`src/rtl/mips_isa_pkg.sv`:
```
// MIPS opcode/funct map shared with the control decoder, request mnemonic codes,
// and the word-assembly function used by the instruction stream encoder.
package mips_isa_pkg;

  localparam logic [5:0] OPC_RTYPE  = 6'b000000;
  localparam logic [5:0] OPC_REGIMM = 6'b000001;
  localparam logic [5:0] OPC_J      = 6'b000010;
  localparam logic [5:0] OPC_JAL    = 6'b000011;
  localparam logic [5:0] OPC_BEQ    = 6'b000100;
  localparam logic [5:0] OPC_BNE    = 6'b000101;
  localparam logic [5:0] OPC_BGTZ   = 6'b000111;
  localparam logic [5:0] OPC_ADDI   = 6'b001000;
  localparam logic [5:0] OPC_ADDIU  = 6'b001001;
  localparam logic [5:0] OPC_SLTI   = 6'b001010;
  localparam logic [5:0] OPC_ANDI   = 6'b001100;
  localparam logic [5:0] OPC_ORI    = 6'b001101;
  localparam logic [5:0] OPC_LUI    = 6'b001111;
  localparam logic [5:0] OPC_LW     = 6'b100011;
  localparam logic [5:0] OPC_SW     = 6'b101011;

  localparam logic [5:0] FN_SLL  = 6'b000000;
  localparam logic [5:0] FN_SRL  = 6'b000010;
  localparam logic [5:0] FN_SRA  = 6'b000011;
  localparam logic [5:0] FN_JR   = 6'b001000;
  localparam logic [5:0] FN_ADD  = 6'b100000;
  localparam logic [5:0] FN_ADDU = 6'b100001;
  localparam logic [5:0] FN_SUB  = 6'b100010;
  localparam logic [5:0] FN_SUBU = 6'b100011;
  localparam logic [5:0] FN_AND  = 6'b100100;
  localparam logic [5:0] FN_OR   = 6'b100101;
  localparam logic [5:0] FN_NOR  = 6'b100111;
  localparam logic [5:0] FN_SLT  = 6'b101010;

  typedef enum logic [4:0] {
    REQ_ADD, REQ_ADDU, REQ_SUB, REQ_SUBU, REQ_AND, REQ_OR, REQ_NOR, REQ_SLT,
    REQ_SLL, REQ_SRL, REQ_SRA, REQ_JR, REQ_ANDI, REQ_ORI, REQ_SLTI, REQ_ADDI,
    REQ_ADDIU, REQ_BEQ, REQ_BNE, REQ_BGTZ, REQ_BGEZ, REQ_LW, REQ_SW, REQ_LUI,
    REQ_J, REQ_JAL
  } req_op_e;

  typedef enum logic [1:0] {S_IDLE, S_RUN, S_DRAIN, S_DONE} enc_state_e;

  function automatic logic op_is_legal(input logic [4:0] op);
    return op <= REQ_JAL;
  endfunction

  function automatic logic [31:0] encode_instr(input logic [4:0] op, input logic [4:0] rs,
                                               input logic [4:0] rt, input logic [4:0] rd,
                                               input logic [4:0] shamt, input logic [15:0] imm,
                                               input logic [25:0] target);
    logic [31:0] w;
    w = '0;
    case (op)
      REQ_ADD:   w = {OPC_RTYPE, rs, rt, rd, 5'd0, FN_ADD};
      REQ_ADDU:  w = {OPC_RTYPE, rs, rt, rd, 5'd0, FN_ADDU};
      REQ_SUB:   w = {OPC_RTYPE, rs, rt, rd, 5'd0, FN_SUB};
      REQ_SUBU:  w = {OPC_RTYPE, rs, rt, rd, 5'd0, FN_SUBU};
      REQ_AND:   w = {OPC_RTYPE, rs, rt, rd, 5'd0, FN_AND};
      REQ_OR:    w = {OPC_RTYPE, rs, rt, rd, 5'd0, FN_OR};
      REQ_NOR:   w = {OPC_RTYPE, rs, rt, rd, 5'd0, FN_NOR};
      REQ_SLT:   w = {OPC_RTYPE, rs, rt, rd, 5'd0, FN_SLT};
      REQ_SLL:   w = {OPC_RTYPE, 5'd0, rt, rd, shamt, FN_SLL};
      REQ_SRL:   w = {OPC_RTYPE, 5'd0, rt, rd, shamt, FN_SRL};
      REQ_SRA:   w = {OPC_RTYPE, 5'd0, rt, rd, shamt, FN_SRA};
      REQ_JR:    w = {OPC_RTYPE, rs, 15'd0, FN_JR};
      REQ_ANDI:  w = {OPC_ANDI, rs, rt, imm};
      REQ_ORI:   w = {OPC_ORI, rs, rt, imm};
      REQ_SLTI:  w = {OPC_SLTI, rs, rt, imm};
      REQ_ADDI:  w = {OPC_ADDI, rs, rt, imm};
      REQ_ADDIU: w = {OPC_ADDIU, rs, rt, imm};
      REQ_BEQ:   w = {OPC_BEQ, rs, rt, imm};
      REQ_BNE:   w = {OPC_BNE, rs, rt, imm};
      REQ_BGTZ:  w = {OPC_BGTZ, rs, 5'b00000, imm};
      REQ_BGEZ:  w = {OPC_REGIMM, rs, 5'b00001, imm};
      REQ_LW:    w = {OPC_LW, rs, rt, imm};
      REQ_SW:    w = {OPC_SW, rs, rt, imm};
      REQ_LUI:   w = {OPC_LUI, 5'd0, rt, imm};
      REQ_J:     w = {OPC_J, target};
      REQ_JAL:   w = {OPC_JAL, target};
      default:   w = '0;
    endcase
    return w;
  endfunction

endpackage

```
`src/rtl/instr_stream_encoder_if.sv`:
```
// Request and instruction-memory write bus of the instruction stream encoder.
interface instr_stream_encoder_if #(parameter int ADDR_W = 8);
  logic              req_valid;
  logic              req_ready;
  logic [4:0]        req_op;
  logic [4:0]        req_rs;
  logic [4:0]        req_rt;
  logic [4:0]        req_rd;
  logic [4:0]        req_shamt;
  logic [15:0]       req_imm;
  logic [25:0]       req_target;
  logic              imem_ready;
  logic              imem_we;
  logic [ADDR_W-1:0] imem_addr;
  logic [31:0]       imem_wdata;

  modport master (
    output req_valid, req_op, req_rs, req_rt, req_rd, req_shamt, req_imm, req_target, imem_ready,
    input  req_ready, imem_we, imem_addr, imem_wdata
  );

  modport slave (
    input  req_valid, req_op, req_rs, req_rt, req_rd, req_shamt, req_imm, req_target, imem_ready,
    output req_ready, imem_we, imem_addr, imem_wdata
  );
endinterface

```
`src/rtl/instr_fifo.sv`:
```
// Synchronous FIFO holding encoded words between request acceptance and imem write.
module instr_fifo #(
  parameter int WIDTH = 32,
  parameter int DEPTH = 4
) (
  input  logic             clock,
  input  logic             reset,
  input  logic             push,
  input  logic             pop,
  input  logic [WIDTH-1:0] wdata,
  output logic [WIDTH-1:0] rdata,
  output logic             full,
  output logic             empty
);
  localparam int AW = $clog2(DEPTH);
  localparam logic [AW:0]   FULL_CNT = (AW+1)'(DEPTH);
  localparam logic [AW-1:0] PTR_ONE  = AW'(1);
  localparam logic [AW:0]   CNT_ONE  = (AW+1)'(1);

  logic [WIDTH-1:0] mem_q [DEPTH];
  logic [WIDTH-1:0] mem_d [DEPTH];
  logic [AW-1:0]    wr_ptr_q, wr_ptr_d, rd_ptr_q, rd_ptr_d;
  logic [AW:0]      count_q, count_d;
  logic             push_ok, pop_ok;

  assign full    = (count_q == FULL_CNT);
  assign empty   = (count_q == '0);
  assign rdata   = mem_q[rd_ptr_q];
  assign push_ok = push & !full;
  assign pop_ok  = pop & !empty;

  always_comb begin
    mem_d    = mem_q;
    wr_ptr_d = wr_ptr_q;
    rd_ptr_d = rd_ptr_q;
    count_d  = count_q;
    if (push_ok) begin
      mem_d[wr_ptr_q] = wdata;
      wr_ptr_d        = wr_ptr_q + PTR_ONE;
    end
    if (pop_ok) rd_ptr_d = rd_ptr_q + PTR_ONE;
    case ({push_ok, pop_ok})
      2'b10:   count_d = count_q + CNT_ONE;
      2'b01:   count_d = count_q - CNT_ONE;
      default: count_d = count_q;
    endcase
  end

  always_ff @(posedge clock) begin
    if (reset) begin
      for (int i = 0; i < DEPTH; i++) mem_q[i] <= '0;
      wr_ptr_q <= '0;
      rd_ptr_q <= '0;
      count_q  <= '0;
    end else begin
      mem_q    <= mem_d;
      wr_ptr_q <= wr_ptr_d;
      rd_ptr_q <= rd_ptr_d;
      count_q  <= count_d;
    end
  end
endmodule

```
`src/rtl/instr_stream_encoder.sv`:
```
// Program loader: encodes symbolic instruction requests into MIPS words and writes
// them sequentially into instruction memory through a small FIFO.
module instr_stream_encoder
  import mips_isa_pkg::*;
#(
  parameter int DEPTH     = 4,
  parameter int ADDR_W    = 8,
  parameter int BASE_ADDR = 0
) (
  input  logic                   clock,
  input  logic                   reset,
  input  logic                   start,
  input  logic                   finish,
  instr_stream_encoder_if.slave  bus,
  output logic                   busy,
  output logic                   done,
  output logic                   err_illegal,
  output logic [ADDR_W:0]        words_written
);
  // state | meaning
  // IDLE  | waiting for start, no writes
  // RUN   | accepting requests and writing imem
  // DRAIN | finish seen, writing out remaining FIFO words
  // DONE  | one-cycle completion pulse
  localparam logic [ADDR_W-1:0] BASE       = ADDR_W'(BASE_ADDR);
  localparam logic [ADDR_W-1:0] ADDR_MAX   = '1;
  localparam logic [ADDR_W-1:0] ADDR_ONE   = ADDR_W'(1);
  localparam logic [ADDR_W:0]   CNT_ONE    = (ADDR_W+1)'(1);
  localparam logic [ADDR_W:0]   SLOTS_INIT = (ADDR_W+1)'((1 << ADDR_W) - BASE_ADDR);

  enc_state_e        state_q, state_d;
  logic [ADDR_W-1:0] addr_q, addr_d;
  logic [ADDR_W:0]   words_q, words_d;
  logic [ADDR_W:0]   slots_q, slots_d;
  logic              err_q, err_d;
  logic              fifo_full, fifo_empty, accept, legal, push, pop, req_ready, imem_we;
  logic [31:0]       enc_word, fifo_head;

  assign legal     = op_is_legal(bus.req_op);
  assign enc_word  = encode_instr(bus.req_op, bus.req_rs, bus.req_rt, bus.req_rd,
                                  bus.req_shamt, bus.req_imm, bus.req_target);
  assign req_ready = (state_q == S_RUN) & !fifo_full & (slots_q != '0);
  assign imem_we   = !fifo_empty & ((state_q == S_RUN) | (state_q == S_DRAIN));
  assign accept    = bus.req_valid & req_ready;
  assign push      = accept & legal;
  assign pop       = imem_we & bus.imem_ready;

  assign bus.req_ready  = req_ready;
  assign bus.imem_we    = imem_we;
  assign bus.imem_addr  = addr_q;
  assign bus.imem_wdata = fifo_head;
  assign busy           = (state_q != S_IDLE);
  assign done           = (state_q == S_DONE);
  assign err_illegal    = err_q;
  assign words_written  = words_q;

  instr_fifo #(.WIDTH(32), .DEPTH(DEPTH)) u_fifo (
    .clock (clock),
    .reset (reset),
    .push  (push),
    .pop   (pop),
    .wdata (enc_word),
    .rdata (fifo_head),
    .full  (fifo_full),
    .empty (fifo_empty)
  );

  always_comb begin
    state_d = state_q;
    addr_d  = addr_q;
    words_d = words_q;
    slots_d = slots_q;
    err_d   = err_q;
    case (state_q)
      S_IDLE: if (start) begin
        state_d = S_RUN;
        addr_d  = BASE;
        words_d = '0;
        slots_d = SLOTS_INIT;
        err_d   = 1'b0;
      end
      S_RUN:   if (finish) state_d = S_DRAIN;
      S_DRAIN: if (fifo_empty) state_d = S_DONE;
      S_DONE:  state_d = S_IDLE;
      default: state_d = S_IDLE;
    endcase
    if (accept) begin
      if (legal) slots_d = slots_q - CNT_ONE;
      else       err_d   = 1'b1;
    end
    // The last slot leaves the address parked at the top instead of wrapping.
    if (pop) begin
      addr_d  = (addr_q == ADDR_MAX) ? addr_q : addr_q + ADDR_ONE;
      words_d = words_q + CNT_ONE;
    end
  end

  always_ff @(posedge clock) begin
    if (reset) begin
      state_q <= S_IDLE;
      addr_q  <= BASE;
      words_q <= '0;
      slots_q <= '0;
      err_q   <= 1'b0;
    end else begin
      state_q <= state_d;
      addr_q  <= addr_d;
      words_q <= words_d;
      slots_q <= slots_d;
      err_q   <= err_d;
    end
  end
endmodule

```
`src/flat_wrapper.sv`:
```
// flat-port wrapper written by rule: the top's interface ports become plain ports
module instr_stream_encoder_flat import mips_isa_pkg::*;
#(
  parameter int DEPTH     = 4,
  parameter int ADDR_W    = 8,
  parameter int BASE_ADDR = 0
)
  (clock, reset, start, finish, busy, done, err_illegal, words_written, bus_req_valid, bus_req_op, bus_req_rs, bus_req_rt, bus_req_rd, bus_req_shamt, bus_req_imm, bus_req_target, bus_imem_ready, bus_req_ready, bus_imem_we, bus_imem_addr, bus_imem_wdata);
  instr_stream_encoder_if #(.ADDR_W(ADDR_W)) bus_i ();
  input  logic clock;
  input  logic reset;
  input  logic start;
  input  logic finish;
  output logic busy;
  output logic done;
  output logic err_illegal;
  output logic [ADDR_W:0] words_written;
  input wire logic [$bits(bus_i.req_valid)-1:0] bus_req_valid;
  input wire logic [$bits(bus_i.req_op)-1:0] bus_req_op;
  input wire logic [$bits(bus_i.req_rs)-1:0] bus_req_rs;
  input wire logic [$bits(bus_i.req_rt)-1:0] bus_req_rt;
  input wire logic [$bits(bus_i.req_rd)-1:0] bus_req_rd;
  input wire logic [$bits(bus_i.req_shamt)-1:0] bus_req_shamt;
  input wire logic [$bits(bus_i.req_imm)-1:0] bus_req_imm;
  input wire logic [$bits(bus_i.req_target)-1:0] bus_req_target;
  input wire logic [$bits(bus_i.imem_ready)-1:0] bus_imem_ready;
  output wire logic [$bits(bus_i.req_ready)-1:0] bus_req_ready;
  output wire logic [$bits(bus_i.imem_we)-1:0] bus_imem_we;
  output wire logic [$bits(bus_i.imem_addr)-1:0] bus_imem_addr;
  output wire logic [$bits(bus_i.imem_wdata)-1:0] bus_imem_wdata;
  assign bus_i.req_valid = bus_req_valid;
  assign bus_i.req_op = bus_req_op;
  assign bus_i.req_rs = bus_req_rs;
  assign bus_i.req_rt = bus_req_rt;
  assign bus_i.req_rd = bus_req_rd;
  assign bus_i.req_shamt = bus_req_shamt;
  assign bus_i.req_imm = bus_req_imm;
  assign bus_i.req_target = bus_req_target;
  assign bus_i.imem_ready = bus_imem_ready;
  assign bus_req_ready = bus_i.req_ready;
  assign bus_imem_we = bus_i.imem_we;
  assign bus_imem_addr = bus_i.imem_addr;
  assign bus_imem_wdata = bus_i.imem_wdata;
  instr_stream_encoder #(.DEPTH(DEPTH), .ADDR_W(ADDR_W), .BASE_ADDR(BASE_ADDR)) u_core (.clock(clock), .reset(reset), .start(start), .finish(finish), .bus(bus_i), .busy(busy), .done(done), .err_illegal(err_illegal), .words_written(words_written));
endmodule
```
`config.mk`:
```
export PLATFORM = sky130hd
export DESIGN_NAME = instr_stream_encoder_flat
export DESIGN_NICKNAME = d
export VERILOG_FILES = /design/src/rtl/mips_isa_pkg.sv /design/src/rtl/instr_stream_encoder_if.sv /design/src/rtl/instr_fifo.sv /design/src/rtl/instr_stream_encoder.sv /design/src/flat_wrapper.sv
export SDC_FILE = /design/constraint.sdc
export NUM_CORES = 1
export LEC_CHECK = 0
export ABC_CLOCK_PERIOD_IN_PS = 6500
export CORE_MARGIN = 4
export CORE_UTILIZATION = 45
export CTS_CLUSTER_DIAMETER = 80
export DETAILED_ROUTE_END_ITERATION = 8
export DONT_BUFFER_PORTS = 1
export PLACE_DENSITY = 0.7
export SYNTH_ARGS = -nofsm -noshare
export SYNTH_HDL_FRONTEND = slang
export SYNTH_HIERARCHICAL = 1
export SYNTH_SLANG_ARGS = --single-unit
```
`constraint.sdc`:
```
create_clock -name clock -period 6.5 [get_ports clock]
set_clock_uncertainty 0.05 [all_clocks]
set_input_delay 1.3 -clock clock [delete_from_list [all_inputs] [get_ports clock]]
set_output_delay 1.3 -clock clock [all_outputs]
set_load 0.02 [all_outputs]
```
==> impl_metrics.ini <==
[timing]
hold_violations = 0
hold_slack_ns = 0.422
slew_headroom_pct = 32.5
fin_ws_ns = 2.93
drv_slew = 0
post-route-period-util_pct = 55.0
rsz0062_at_grt = false
setup_tns_ns = 0
worst_pin_slew_ns = 1.01
timing.fmax_ghz = 0.280
setup_violations = 0
finalCriticalPeriod_ns = 3.57

[synth]
synth.distinct_cells = 64
synth_edf_count = 0
yosys_register_bits = 164
synthArstFlopShare_pct = 0
syn_area_sq_um = 8550
ys_seq_area_share_pct = 38.4
postSynthCellCount = 840
synth_area_per_cell_sq_um = 10.2
yosysWarnings = 6
synth-main-ff-cell = dfxtp_1
synth_nets = 926

[global_route]
first_global_vias = 5783
gr-total-overflow = 0
grt_max_degree = 189
grt_usage_pct = 17.6
grt_pass1_wl_um = 30500
antenna_found_initial = 0

[power]
vdd_drop_max_mv = 0.150
p_int_mw = 1.79
p_sw_share_pct = 27.3
power_switching_mw = 0.672
power_leakage_nw = 3.83
pwr-share-seq_pct = 43.3
pwr-share-comb_pct = 15.7
power_density_nw_per_um2 = 269
pwr-share-clk_pct = 40.9

[finish]
num_antenna_cells = 0
nets = 893
drive_above_1_share_pct = 9.90
area_delta_synth_final_pct = 7.07

[detailed_routing]
via_per_inst = 5.54
drt_first_pass_iters = 4
vias = 5826
routed_wl_um = 18700
ant_nets = 0
routedWlPerCell_um = 17.8
drt_iter0_markers = 307
drc_errors = 0

[floorplan]
core_area_sq_um = 18700
die_y_um = 146
std_cell_rows = 50
pin_count = 127
die_x_um = 146
die-area_sq_um = 21300
initial_core_util_pct = 45.7

[critical_path]
cp_top_family = simple AND/OR/NAND/NOR gates
worstSetupEndpointType = output port
cp_slowest_stage_delay_ns = 0.53
worstPathCellList = inv_1 -> ha_1 -> or4b_4 -> nor3_4 -> nor3b_1
critPathMaxFanout = 12
crit_buf_inv = 1
cp.required_ns = 5.15
cp_slowest_cell = or4b_4
worst_ep_arrival_time_ns = 2.22
worstSetupStartpointType = flip-flop
worstSetupPathType = flip-flop to output port

[run_status]
outcome = finished clean

[cts]
cts.sinks = 164
cts_setup_buffers = 0
hold_buffers = 0
cts-root-buf = clkbuf_16
cts.clk_slew.worst_paths_ns = 0.07
clk_latency_ns = 0.42
cts_buffers = 17
htreeDepth = 4
ctsLongestPathBuffers = 2
cts_tree = built
cts_resized = 0

[flow_run]
cap_violations = 0

[place]
gp_congestion = 0.813
post-dp-hpwl_um = 12200
place_ws_ns = 2.57
portBuffers = 0

[hold_path]
hold_path.class = flip-flop to flip-flop
==> worst reg2reg max path: cells and delay by family, from the launching register on <==
| kind | cells | cell delay [ns] |
|---|---|---|
| compound gates | 1 | 0.14 |
| fa+ha+maj | 3 | 0.74 |
| xor+xnor | 1 | 0.15 |
| flops | 1 | 0.34 |
| simple gates | 5 | 1.75 |
| buf+inv | 3 | 0.19 |
==> cell families (layout without fill, tap and decap cells) <==
| kind of cell | after synthesis | after routing | synth area share (%) |
|---|---|---|---|
| compound gates | 112 | 112 | 9.13 |
| flops | 164 | 164 | 38.4 |
| other cells | 1 | 1 | 0.0439 |
| xor+xnor | 9 | 9 | 0.922 |
| mux | 165 | 165 | 24.0 |
| buf+inv | 79 | 57 | 4.67 |
| fa+ha+maj | 13 | 13 | 1.99 |
| simple gates | 297 | 297 | 20.8 |
==> power groups by stage <==
stage | registers, mW | logic (mW) | clock network (mW)
2_1_floorplan | 1.08 | 0.345 | 0
3_3_place_gp | 1.09 | 0.384 | 0
3_5_place_dp | 1.09 | 0.385 | 0
4_1_cts | 1.06 | 0.388 | 1.03
5_1_grt | 1.07 | 0.429 | 1.07
6_report | 1.07 | 0.386 | 1.01
==> path summary, 6_finish.rpt <==
kind	start	end	slack (ns)	cells after the start
max	u_core/slots_q[0]	bus_req_ready	2.93	5
min	u_core/u_fifo/mem_q[73]	u_core/u_fifo/mem_q[73]	0.42	2
min reg2reg	u_core/u_fifo/mem_q[73]	u_core/u_fifo/mem_q[73]	0.42	2
max reg2reg	u_core/slots_q[0]	u_core/u_fifo/count_q[2]	3.04	13
==> per-stage QoR <==
| step | total power, mW | instances | area [sq um] | utilization, % |
|---|---|---|---|---|
| after floorplan | 1.42 | 840 | 8550 | - |
| after global placement | 1.47 | 1022 | 8560 | 45.8 |
| after detailed placement | 1.47 | 1022 | 8560 | 45.8 |
| after CTS | 2.48 | 1052 | 9150 | 48.9 |
| after global routing | 2.56 | 1052 | 9150 | 48.9 |
| final | 2.46 | 1052 | 9150 | 48.9 |
==> synth_stat cells, drive strengths merged, types with 3 or more instances <==
cell	number	area share, %
a211oi	3	0.26
a21o	13	1.1
a21oi	26	1.5
a221o	3	0.35
a22o	21	2.2
a31oi	4	0.29
and3	7	0.57
buf	22	2.2
clkbuf	34	1.5
dfxtp	164	38
ha	12	1.8
inv	23	1.0
mux2i	131	15
mux4	32	8.4
nand2	28	1.2
nand2b	170	12
nand3	13	1.0
nand3b	8	0.70
nor2	26	1.1
nor2b	6	0.44
nor3	12	0.89
nor3b	4	0.35
o211ai	4	0.35
o21ai	15	0.88
o221ai	3	0.31
o31ai	4	0.35
or3	6	0.44
or4	3	0.26
or4b	3	0.40
xor2	8	0.82
==> layer usage <==
metal	track usage, %	vias to the layer above	routed length, um
met5	0	-	0
met1	24.6	2787	9160
met4	6.17	0	359
li1	-	2906	-
met3	3.99	20	976
met2	26.6	113	8200
==> registers in the layout, summed over array words and instances, names as in the netlist <==
name	count
u_core/u_fifo/mem_q	128
u_core/slots_q	9
u_core/words_written	9
u_core/bus.imem_addr	8
u_core/u_fifo/count_q	3
u_core/state_q	2
u_core/u_fifo/rd_ptr_q	2
u_core/u_fifo/wr_ptr_q	2
u_core/err_illegal	1
==> final cells by class <==
class / instances / area, sq um
inverter: 23 / 86.3
fill: 1662 / 9550
tap: 234 / 293
sequential: 164 / 3290
timing repair buffer: 4 / 30.0
clock inverter: 10 / 123
clock buffer: 20 / 467
multi-input combinational: 597 / 4870
==> layout by cell type, fill, tap and decap left out, types with 9 or more instances in the layout <==
master | synthesis | final
inv_1 | 23 | 23
o21ai_0 | 15 | 15
nand3_1 | 9 | 9
nor2_1 | 26 | 25
nor3_1 | 10 | 10
nand2_1 | 28 | 28
a21oi_1 | 26 | 26
a22o_1 | 21 | 21
nand2b_1 | 170 | 170
ha_1 | 12 | 12
a21o_1 | 13 | 13
dfxtp_1 | 164 | 162
mux4_2 | 32 | 32
clkbuf_16 | 0 | 17
mux2i_1 | 131 | 131
(Power assumes the default switching activity.)
==> patch (same settings) <==
`DEPTH` is set to 4 in 3 places; all go to 8.
--- a/src/rtl/instr_fifo.sv
+++ b/src/rtl/instr_fifo.sv
@@ -3,3 +3,3 @@
   parameter int WIDTH = 32,
-  parameter int DEPTH = 4
+  parameter int DEPTH = 8
 ) (
--- a/src/rtl/instr_stream_encoder.sv
+++ b/src/rtl/instr_stream_encoder.sv
@@ -5,3 +5,3 @@
 #(
-  parameter int DEPTH     = 4,
+  parameter int DEPTH     = 8,
   parameter int ADDR_W    = 8,
--- a/src/flat_wrapper.sv
+++ b/src/flat_wrapper.sv
@@ -3,3 +3,3 @@
 #(
-  parameter int DEPTH     = 4,
+  parameter int DEPTH     = 8,
   parameter int ADDR_W    = 8,
Behaviour: not the same (a bounded check fails within 10 cycles, from zero or initial values and one cycle with reset high).
==> patch against the original RTL <==
Area after synthesis is 64% higher. Final cell count is 86% higher. First-iteration DRC count grew to 3.9 times the old value. Worst hold slack worse by 0.020 ns. Register-to-register slack worse by 0.50 ns. Setup slack worse by 0.66 ns. Total power is 71% higher. Combinational power is 10% higher. Sequential cell count is 131 higher. Design area is 64% higher. Wire length is 110% higher. Critical path type unchanged. Critical endpoint is now bus_imem_wdata[16].
==> patch: results (changes against the original RTL) <==
* Status: complete, no violations (unchanged)
* Final non-filler cell total at 1,958 (was 1,052)
* Crit path DAT at 2.88 ns (was 2.22 ns)
* Post-synthesis mux area share at 13.25% (was 24.03%)
* Slowest stage delay, CP at 0.84 ns (was 0.53 ns)
* Number of DRC markers in iteration 0 at 1,211 (was 307)
* Met1 Usage GRT at 31.09% (was 24.63%)
* Routed vias/inst at 5.766 (was 5.538)
* Worst-margin pin slew at 1.251 ns (was 1.011 ns)
* All-Layer GR Usage at 22.08% (was 17.55%)
* Syn_area_per_cell at 8.537 sq um (was 10.18 sq um)
* Met2 Use GR at 34.89% (was 26.63%)
* Placed insts at 1,898 (was 1,022)
* CTS resizes at 0 (unchanged)
* Pin count of the biggest net entering global routing at 286 (was 189)
* Vias in the first global route at 10,785 (was 5,783)
* Top area cells in the synthesized netlist: dfxtp_1, nand2_1, mux4_2 (was dfxtp_1, mux2i_1, nand2b_1)
* Post-CTS setup buffer count at 0 (unchanged)
* Post-DP HPWL at 22,800 um (was 12,150 um)
* Share of layout cells above drive strength 1 at 16.07% (was 9.902%)
* Synth Area in Compound Gates at 15.61% (was 9.133%)
* CP max stage cell: dfxtp_4 (was or4b_4)
* Number of buffers created by CTS at 34 (was 17)
* Cell Area, Placed at 13,930 sq um (was 8563 sq um)
* Global-route wire length before repair at 59,950 um (was 30,470 um)
* H-Tree Depth at 2 (was 4)
* Post-synth top cells: nand2_1, dfxtp_1, a21oi_1, clkbuf_1, buf_2 (was nand2b_1, dfxtp_1, mux2i_1, clkbuf_1, mux4_2)
* Net switching power at 1.077 mW (was 671.5 uW)
* XOR/XNOR Fraction of Synth Area at 0.7516% (was 0.9221%)
* Dpl ws at 2.451 ns (was 2.574 ns)
* Syn_nets at 1,724 (was 926)
* Gpl congestion at 0.7974 (was 0.8126)
* Post-Synth Adder-Cell Area at 1.217% (was 1.991%)
* Top delay family on crit path: multiplexers (was simple AND/OR/NAND/NOR gates)
* Clock tree buffer depth at 3 (was 2)
* Drt first pass iters at 5 (was 4)
* Sequential fraction of the synthesis area at 42.23% (was 38.41%)
* Synth unique cells at 68 (was 64)
* Clk_lat worst skew at 0.50 ns (was 0.42 ns)
* Nets at 1,624 (was 893)
* Crit-path max FO at 40 (was 12)
* VDD IR max at 0.0001795 V (was 0.0001502 V)
* Max FFs per register at 256 (was 128)
* LEAKAGE at 4.861 nW (was 3.829 nW)
[patch: cell families after synthesis]
kind of cell / after synthesis
buffers and inverters: 175
other: 1
xor gates and xnor gates: 12
muxes: 101
AOI/OAI and AO/OA: 369
DFF: 295
and+or+nand+nor: 672
adders and majority gates: 13
[patch: power by group through the flow]
stage | Clock (mW) | Combinational, mW | Sequential, mW
after floorplan | 0 | 0.371 | 1.90
after global placement | 0 | 0.414 | 1.91
after detailed placement | 0 | 0.420 | 1.91
after CTS | 1.94 | 0.423 | 1.87
after global routing | 2.01 | 0.474 | 1.87
final | 1.90 | 0.425 | 1.87
[patch: final timing paths]
path	slack [ns]	endpoint	startpoint	cells past startpoint
worst max-delay path	2.27	bus_imem_wdata[16]	u_core/u_fifo/rd_ptr_q[0]	3
worst min-delay path	0.40	u_core/u_fifo/mem_q[58]	u_core/u_fifo/mem_q[58]	2
worst min register to register	0.40	u_core/u_fifo/mem_q[58]	u_core/u_fifo/mem_q[58]	2
worst max register to register	2.54	u_core/u_fifo/mem_q[193]	u_core/u_fifo/count_q[0]	10
[patch: layout make-up]
cell class                 instances  area [sq um]
tap                              396         495.5
fill                            2876         15540
clock inverter                    13         102.6
timing repair buffer              20         150.1
clock buffer                      47          1023
inverter                          19         76.32
sequential                       295          5914
multi-input combinational       1168          7291
[patch: layer usage]
layer  wire (um)  part of all wire, %
met5           0                    0
met4         577                  1.5
met3        3316                  8.6
met2       17760                   46
met1       16720                   44
[patch: worst register-to-register path: stages (launching register included)]
cell      delay (ns)
dfxtp_1         0.43
or4b_1          0.37
clkinv_4        0.26
nand3b_1        0.25
nand2b_1        0.29
nor2_1          0.43
nand2_1         0.33
nor4_4          0.71
buf_4           0.50
nand2_1         0.11
a21oi_1         0.17
